<file path="config.mk">
export PLATFORM = sky130hd
export DESIGN_NAME = alu_cmd_sequencer
export DESIGN_NICKNAME = d
export VERILOG_FILES = /design/src/rtl/alu_cmd_sequencer.sv
export SDC_FILE = /design/constraint.sdc
export NUM_CORES = 1
export LEC_CHECK = 0
export ABC_AREA = 1
export BUFFER_PORTS_ARGS = -buffer_cell sky130_fd_sc_hd__buf_2
export CORE_MARGIN = 2
export CORE_UTILIZATION = 30
export DETAILED_ROUTE_END_ITERATION = 8
export SLEW_MARGIN = 25
export SYNTH_ARGS = -nofsm -noshare
export SYNTH_HDL_FRONTEND = slang
export SYNTH_SLANG_ARGS = --single-unit
export TNS_END_PERCENT = 1
</file>
<file path="constraint.sdc">
create_clock -name clk -period 3.4 [get_ports clk]
set_input_delay 0.17 -clock clk [delete_from_list [all_inputs] [get_ports clk]]
set_output_delay 0.17 -clock clk [all_outputs]
set_load 0.005 [all_outputs]
</file>
<file path="src/rtl/alu_cmd_sequencer.sv">
`default_nettype none
// ============================================================================
// Module   : alu_cmd_sequencer
// Purpose  : Sequential initiator for a combinational ALU. Accepts one
//            command at a time over a valid/ready handshake, drives the
//            ALU operands from registers, captures result and flags one
//            cycle later and returns them over a second valid/ready
//            handshake. An accumulator holds the last legal result so a
//            command can chain on it (cmd_use_acc).
// Revision : 1.0 - initial release
// ----------------------------------------------------------------------------
// Ports:
//   clk, rst_n          clock / asynchronous active-low reset
//   cmd_valid/ready     command handshake (ready only while idle)
//   cmd_op, cmd_a,
//   cmd_b, cmd_use_acc  command payload
//   alu_a/b/op          registered operands to the ALU
//   alu_r, alu_*        ALU result and flags {gt_zero, sf, cf, zf}
//   rsp_valid/ready     response handshake
//   rsp_r/flags/err     captured result, flags, illegal-opcode marker
//   acc                 accumulator (result of last legal op)
//   op_count            completed legal ops, saturating at 255
// ============================================================================
module alu_cmd_sequencer #(
  parameter int W = 6
) (
  input  logic         clk,
  input  logic         rst_n,
  // command channel
  input  logic         cmd_valid,
  output logic         cmd_ready,
  input  logic [1:0]   cmd_op,
  input  logic [W-1:0] cmd_a,
  input  logic [W-1:0] cmd_b,
  input  logic         cmd_use_acc,
  // ALU side
  output logic [W-1:0] alu_a,
  output logic [W-1:0] alu_b,
  output logic [1:0]   alu_op,
  input  logic [W-1:0] alu_r,
  input  logic         alu_gt_zero,
  input  logic         alu_sf,
  input  logic         alu_cf,
  input  logic         alu_zf,
  // response channel
  output logic         rsp_valid,
  input  logic         rsp_ready,
  output logic [W-1:0] rsp_r,
  output logic [3:0]   rsp_flags,
  output logic         rsp_err,
  // status
  output logic [W-1:0] acc,
  output logic [7:0]   op_count
);

  typedef enum logic [1:0] {
    IDLE = 2'd0,
    EXEC = 2'd1,
    RESP = 2'd2
  } state_t;

  state_t state;

  // An opcode with bit 1 set marks an illegal command.
  logic exec_illegal;
  assign exec_illegal = alu_op[1];

  // Single sequential process: state and every handshake/status output are
  // registered here, so no output depends combinationally on an input.
  always_ff @(posedge clk or negedge rst_n) begin
    if (!rst_n) begin
      state     <= IDLE;
      cmd_ready <= 1'b1;
      rsp_valid <= 1'b0;
      rsp_r     <= '0;
      rsp_flags <= 4'd0;
      rsp_err   <= 1'b0;
      alu_a     <= '0;
      alu_b     <= '0;
      alu_op    <= 2'd0;
      acc       <= '0;
      op_count  <= 8'd0;
    end else begin
      case (state)
        IDLE: begin
          if (cmd_valid && cmd_ready) begin
            // Operand A comes from the accumulator as it stands at this
            // edge, i.e. the result of the previous legal operation.
            alu_a     <= cmd_use_acc ? acc : cmd_a;
            alu_b     <= cmd_b;
            alu_op    <= cmd_op;
            cmd_ready <= 1'b0;
            state     <= EXEC;
          end
        end

        EXEC: begin
          // The ALU has had a full cycle to settle on the registered
          // operands; capture whatever it presents, illegal ops included.
          rsp_r     <= alu_r;
          rsp_flags <= {alu_gt_zero, alu_sf, alu_cf, alu_zf};
          rsp_err   <= exec_illegal;
          if (!exec_illegal) begin
            acc <= alu_r;
            if (op_count != 8'hFF) begin
              op_count <= op_count + 8'd1;
            end
          end
          rsp_valid <= 1'b1;
          state     <= RESP;
        end

        RESP: begin
          // Response fields are untouched here, so they stay stable for
          // as long as the requester applies backpressure.
          if (rsp_valid && rsp_ready) begin
            rsp_valid <= 1'b0;
            cmd_ready <= 1'b1;
            state     <= IDLE;
          end
        end

        default: begin
          // Unused encoding: recover to an idle, response-free state.
          rsp_valid <= 1'b0;
          cmd_ready <= 1'b1;
          state     <= IDLE;
        end
      endcase
    end
  end

endmodule
`default_nettype wire

</file>
# Word level (Yosys, flattened, before mapping)
# Cells that the tools add are included.
[word_totals] reg_bits=43 wordCells=38
[classes] addsub=1 n_eq_ne=5 muxes=9 bitwise=3 reduce_logical=9
[ops] op="8-bit by 1-bit adder with 8-bit output (second input constant)" count=1
[ops] op="8-bit != test (second input constant)" count=1
[ops] op="2-bit AND reduction" count=4
[ops] op="6-bit two-way mux" count=1
[ops] op="1-bit case mux with 3 select lines" count=2
[ops] op="2-bit case mux with 3 select lines" count=1
[ops] op="3-bit AND reduction" count=2
[ops] op="2-bit two-way mux" count=2
[ops] op="2-bit != test (second input constant)" count=2
[ops] op="1-bit two-way mux" count=3
[ops] op="1-bit inverter" count=3
[ops] op="2-bit by 1-bit equality test with 1-bit output (second input constant)" count=1
[ops] op="2-bit equality test (second input constant)" count=1
[ops] op="1-bit logical AND" count=2
[ops] op="2-bit logical NOT" count=1

# Longest topological paths before layout
# Gate-level depths: netlist (run 1).
[logic_depth] ltp_word=3 ltp_mapped=8

# Worst setup path before layout (run 1)
# No wires, ideal clock.
[synth_path] kind="reg2reg" from="register op_count[0]" to="register op_count[7]" setup_time_ns=0.116 arrival_time_ns=1.121 t_required_ns=3.284 setup_slack_ns=2.163 stages_incl_launch_ff=9 path_buffers=0 period_less_slack_ns=1.237 path_cell_list="dfrtp_1 -> ha_1 -> inv_1 -> nor2_1 -> nand2_1 -> nand2_4 -> inv_2 -> nand2_1 -> nand2_1"
[synth_between] elab_chain_len=2 word_cells_on_any_way=3 classes_between="1 x add/sub; 1 x eq/ne; 1 x reduce/logical"
[synth_rtl] item="start, declared" line_no="53" text="output logic [7:0] op_count"
[synth_rtl] item="start signal, assigned" line_no="106" text="op_count <= op_count + 8'd1;"
[synth_rtl] item="branches (longest 2 deep; another with 8-bit by 1-bit adder with 8-bit output)"
# Parallel ways; which one is timed is not known.
# A chain may end at the register's enable or synchronous reset.

# Final worst setup path (run 1)
[layout_path] from="register cmd_ready" to="register alu_a[0]"
[layout_between] elab_chain_len=2
[layout_rtl] item="start, declared" line_no="31" text="output logic cmd_ready,"
[layout_rtl] item="start signal, assigned" line_no="73" text="cmd_ready <= 1'b1;"
[layout_rtl] item="start signal, assigned" line_no="92" text="cmd_ready <= 1'b0;"
[layout_rtl] item="start signal, assigned" line_no="118" text="cmd_ready <= 1'b1;"
[layout_rtl] item="1-bit logical AND" line_no="86" text="if (cmd_valid && cmd_ready) begin"
[layout_rtl] item="2-bit AND reduction (no source line)"
[layout_rtl] item="end signal, assigned" line_no="89" text="alu_a <= cmd_use_acc ? acc : cmd_a;"
[layout_rtl] item="end, declared" line_no="37" text="output logic [W-1:0] alu_a,"
# Every way passes these cells.

==> results_dict.tcl, run 1 <==
set metrics [dict create \
    status "complete, no violations" \
    rows 28 \
    crit_path_max_fanout 19 \
    clock_latency_ps 290 \
    grt_setup_unrepaired "false" \
    start_util_pct 31.4 \
    holdWs_ps 70.4 \
    peakVddDrop_mv 0.330 \
    die_area_um2 6920 \
    avgSynthCellArea_um2 9.41 \
    dieHeight_um 83.2 \
    grt_max_degree 44 \
    via_per_inst 4.43 \
    cts_root_buf "clkbuf_8" \
    grt-ovfl-total 0 \
    clk_pin_slew_ps 90 \
    routed_wl_mm 4.26 \
    final_net_count 302 \
    drive_gt1_share_pct 34.1 \
    finalCritPeriodShare_pct 49.8 \
    max_freq_mhz 591 \
    via_count 1543 \
    grt_pass1_wl_mm 7.24 \
    start_kind "register" \
    yosysSeqAreaShare_pct 57.2 \
    cts_buffers 5 \
    htreeDepth 2 \
    pin_count 70 \
    avgRoutedWirePerCell_um 12.2 \
    slew_headroom_pct 59.1 \
    ant_nets 0 \
    post_cts_resized 0 \
    clk_path_buf_depth 2 \
    ys_types 22 \
    hold_violations 0 \
    syn-cell-area_um2 1880 \
    drtPass1Iterations 4 \
    tightest_slew_ps 609 \
    grt_antenna_before_repair 0 \
    leakage_nw 1.29 \
    coreArea_um2 5990 \
    die_w_um 83.2 \
    arrival_ps 1860 \
    powerDensity_nw_per_um2 826 \
    cts_sinks 43 \
    finalWeightedCongestion 0.776 \
    cts_tree "done" \
    dp_hpwl_mm 3.07 \
    remaining_drc_errors 0 \
    cap_violations 0 \
    setup-violations-final 0 \
    syn_nets 230 \
    drv_slew 0 \
    crit_type "register to register" \
    drt_iter0_markers 31 \
    ys_ff_latch 43 \
    endpoint_kind "register" \
    antenna_cells 0 \
    area_delta_synth_final_pct 27.9 \
    fin_tns_setup_ps 0 \
    critPathRequiredTime_ps 3570 \
    period_needed_ps 1690 \
    fin_skew_ps 6.59 \
    ctsHoldBuffers 0 \
    netlist_instances 200 \
    ys_warn_count 0 \
    grt_use_total_pct 13.0 \
    cts_setup_buffers 0 \
    grt_pass1_vias 1555 \
    hold_class "input pin to register" \
    numPortBuffers 69 \
]
[worst paths after layout]
check | startpoint | endpoint | slack, ps | cells after the start
worst max register to register | cmd_ready | alu_a[0] | 1710 | 5
worst max-delay path | cmd_ready | alu_a[0] | 1710 | 5
max in group asynchronous | rst_n | cmd_ready | 2620 | 2
min in group asynchronous | rst_n | acc[2] | 410 | 2
worst min register to register | cmd_ready | cmd_ready | 480 | 2
worst min-delay path | cmd_b[5] | alu_b[5] | 70 | 3
[layout make-up]
cell class | instances | area [µm²]
Sequential cell | 43 | 1080
Clock inverter | 2 | 37.5
Fill cell | 622 | 3580
Inverter | 14 | 52.6
Timing Repair Buffer | 70 | 358
Multi-Input combinational cell | 138 | 716
Tap cell | 75 | 93.8
Clock buffer | 6 | 72.6
[synth_stat cells]
| library cell | number | area share, % |
|---|---|---|
| buf_2 | 2 | 0.53 |
| mux2_4 | 6 | 4.8 |
| mux2_2 | 4 | 2.4 |
| ha_1 | 1 | 0.66 |
| nand2_1 | 84 | 17 |
| inv_1 | 12 | 2.4 |
| xnor2_1 | 3 | 1.4 |
| nor2_8 | 1 | 1.1 |
| clkbuf_1 | 1 | 0.20 |
| a21oi_1 | 1 | 0.27 |
| o211ai_1 | 1 | 0.40 |
| nor3_2 | 1 | 0.53 |
| nand4_1 | 2 | 0.66 |
| nor2_1 | 9 | 1.8 |
| o21ai_1 | 1 | 0.27 |
| nand3_1 | 6 | 1.6 |
| inv_2 | 2 | 0.40 |
| o21ai_0 | 16 | 4.3 |
| buf_6 | 2 | 1.2 |
| nand2_4 | 2 | 1.2 |
| dfrtp_1 | 42 | 56 |
| dfstp_2 | 1 | 1.4 |
[through the flow]
step,utilization (%),power [mW],worst slack (ps),instances,instance area (µm²)
floorplan,-,1.30,2160,200,1880
global placement,38.1,1.60,1760,339,2280
detailed placement,38.1,1.61,1710,339,2280
CTS,40.0,2.02,1690,347,2390
global route,40.2,2.17,1530,348,2410
finish,40.2,1.99,1710,348,2410
[worst max-delay path, cell delays in order (launching register included)]
cell and delay [ps]:
dfstp_2 550, nand2_1 80, nor3_2 470, inv_2 280, nand2_1 100, o21ai_0 80
[state kept, by name, summed over array words and instances, names as in the netlist, 2 cells and up]
| register | flops |
|---|---|
| alu_op | 2 |
| acc | 6 |
| state | 2 |
| op_count | 8 |
| alu_b | 6 |
| rsp_flags | 4 |
| rsp_r | 6 |
| alu_a | 6 |
[logic make-up after synthesis]
family | synth area share, %
DFF | 57.2
AOI/OAI and AO/OA | 5.19
buffers and inverters | 4.72
and+or+nand+nor | 23.6
xor gates and xnor gates | 1.40
muxes | 7.18
adders and majority gates | 0.665
[cells in the final DEF, fill, tap and decap left out, types with 2 or more instances in the layout]
cell / instances
nand3_1: 6
inv_1: 12
nand2_1: 84
nand4_1: 2
nor2_1: 9
xnor2_1: 3
mux2_2: 4
nand2_4: 2
buf_2: 68
dfrtp_1: 42
mux2_4: 6
clkbuf_8: 5
inv_2: 2
o21ai_0: 16
[where the power goes]
part | total, mW | switching (mW) | internal [mW] | leakage, nW
logic | 0.697 | 0.347 | 0.349 | 0.706
clock network | 0.397 | 0.178 | 0.219 | 0.0514
registers | 0.894 | 0.155 | 0.739 | 0.532
[layer usage]
layer / global-route usage [%] / routed length [µm] / up-vias
met1: 17.3 / 2070 / 714
met2: 19.9 / 1850 / 52
met5: 0 / 0 / -
met4: 4.17 / 34 / 0
li1: - / - / 772
met3: 4.47 / 303 / 5
Power figures use the tool's default switching activity.
==> run 2, diff against run 1 <==
clock period = 1.4 ns   (was 3.4 ns; I/O delays follow)
==> run 2 against run 1 <==
Effect of this change: count of clock-buffer cells in the layout increased by 1; total power increased by 140%; via count increased by 5.2%; design area increased by 7.1%; register-to-register slack got worse by 1600 ps; clock power increased by 92%; routed wire length increased by 4.7%; sequential power increased by 140%; combinational power increased to 2.7 times the previous value; critical endpoint is now alu_a[5]; largest power group unchanged.
==> results_dict.tcl, run 2 (same netlist as run 1, synthesis figures left out) <==
set metrics [dict create \
    die_area_um2 6920 \
    hold_class "input pin to register" \
    routed_wl_mm 4.46 \
    leakage_nw 1.37 \
    period_needed_ps 1320 \
    peakVddDrop_mv 0.777 \
    dieHeight_um 83.2 \
    final_cell_mix "nand2_1, buf_2, dfrtp_1" \
    p_sw_share_pct 34.9 \
    top_register "op_count" \
    cts_setup_buffers 0 \
    post-route-util_pct 43.0 \
    crit_path_max_fanout 10 \
    slew_headroom_pct 75.2 \
    via_per_inst 4.42 \
    die_w_um 83.2 \
    p_comb_share_pct 39.4 \
    grt_pass1_wl_mm 7.48 \
    status "complete, no violations" \
    switchingPower_mw 1.68 \
    crit_type "register to register" \
    pin_count 70 \
    grt_use_total_pct 13.6 \
    final_common_cell "nand2_1" \
    endpoint_kind "register" \
    avgRoutedWirePerCell_um 12.2 \
    cts_buffers 5 \
    power.total_mw 4.80 \
    remaining_drc_errors 0 \
    clk_path_buf_depth 2 \
    largest_reg_flops 8 \
    via_count 1623 \
    seqPwrFrac_pct 44.7 \
    area_delta_synth_final_pct 37.0 \
    dp_cells 346 \
    start_util_pct 31.4 \
    cts_root_buf "clkbuf_8" \
    setup-violations-final 0 \
    regArea_um2 1080 \
    drive_gt1_share_pct 34.2 \
    drtPass1Iterations 4 \
    drv_slew 0 \
    powerDensity_nw_per_um2 1860 \
    clk_pin_slew_ps 80 \
    dp_hpwl_mm 3.26 \
    finalCritPeriodShare_pct 94.0 \
    tightest_slew_ps 373 \
    p_int_mw 3.12 \
    clock_latency_ps 290 \
    critPathRequiredTime_ps 1620 \
    fin_skew_ps 10.4 \
    htreeDepth 2 \
    multi_input_area_um2 718 \
    cap_violations 0 \
    clockPowerShare_pct 15.9 \
    numPortBuffers 69 \
    grt_pass1_vias 1582 \
    final_cells 367 \
    antenna_cells 0 \
    grt_max_degree 30 \
    arrival_ps 1540 \
    nFillCells 585 \
    grt_antenna_before_repair 0 \
    coreArea_um2 5990 \
    final_net_count 321 \
    grt-ovfl-total 0 \
    drt_iter0_markers 65 \
    cts_sinks 43 \
    cts_tree "done" \
    rows 28 \
    start_kind "register" \
    hold_violations 0 \
    finalWeightedCongestion 0.814 \
    ant_nets 0 \
    max_freq_mhz 760 \
]
run 2: worst paths after layout:
| path | endpoint | slack (ps) | startpoint | depth (start not counted) |
|---|---|---|---|---|
| setup / recovery | alu_a[5] | 80 | cmd_ready | 5 |
| hold / removal | acc[0] | 8 | alu_r[0] | 3 |
| setup reg to reg | alu_a[5] | 80 | cmd_ready | 5 |
| hold reg to reg | cmd_ready | 470 | cmd_ready | 2 |
| max in group asynchronous | alu_a[5] | 670 | rst_n | 3 |
| min in group asynchronous | rsp_flags[2] | 240 | rst_n | 2 |
run 2: layout make-up:
type	instances	area share [%]
Inverter	14	2.13
Clock buffer	7	2.96
Multi-Input combinational cell	138	27.9
Clock inverter	1	0.194
Sequential cell	43	41.8
Timing Repair Buffer	89	21.4
Tap cell	75	3.64
run 2: per-layer routing:
| metal | part of all wire, % | vias up | GRT usage [%] |
|---|---|---|---|
| met5 | 0 | - | 0 |
| met4 | 0.36 | 0 | 3.58 |
| met3 | 6.3 | 2 | 4.87 |
| met2 | 45 | 52 | 21.2 |
| met1 | 48 | 753 | 17.9 |
| li1 | - | 816 | - |
run 2: power by group through the flow:
stage | logic [mW] | registers (mW) | clock network (mW)
after floorplan | 0.954 | 2.21 | 0
final | 1.89 | 2.15 | 0.761
after detailed placement | 1.90 | 2.16 | 0
after global placement | 1.86 | 2.16 | 0
after global routing | 2.17 | 2.23 | 0.832
after CTS | 1.92 | 2.16 | 0.789
run 2: timing repair:
| item | 4_1_cts | 5_1_grt |
|---|---|---|
| endpoints found under the setup margin | 0 | 6 |
| hold endpoints to repair | 25 | 1 |
| hold buffers | 12 | 1 |
| gates resized for setup | 0 | 2 |
run 2: stage by stage:
step	cell area, µm²	setup TNS (ps)	hold slack [ps]	worst slack (ps)
floorplan	1880	0	-226	163
global placement	2360	0	13.5	134
detailed placement	2360	0	4.76	127
CTS	2560	0	0.298	103
global route	2580	-3.42	4.40	-2.14
finish	2580	0	8.16	83.8
run 2: worst max-delay path: stages, from the launching register on:
cell and delay (ps):
dfstp_2 540, nand2_1 70, nor3_2 240, buf_4 240, o211ai_1 90, nand2_1 70
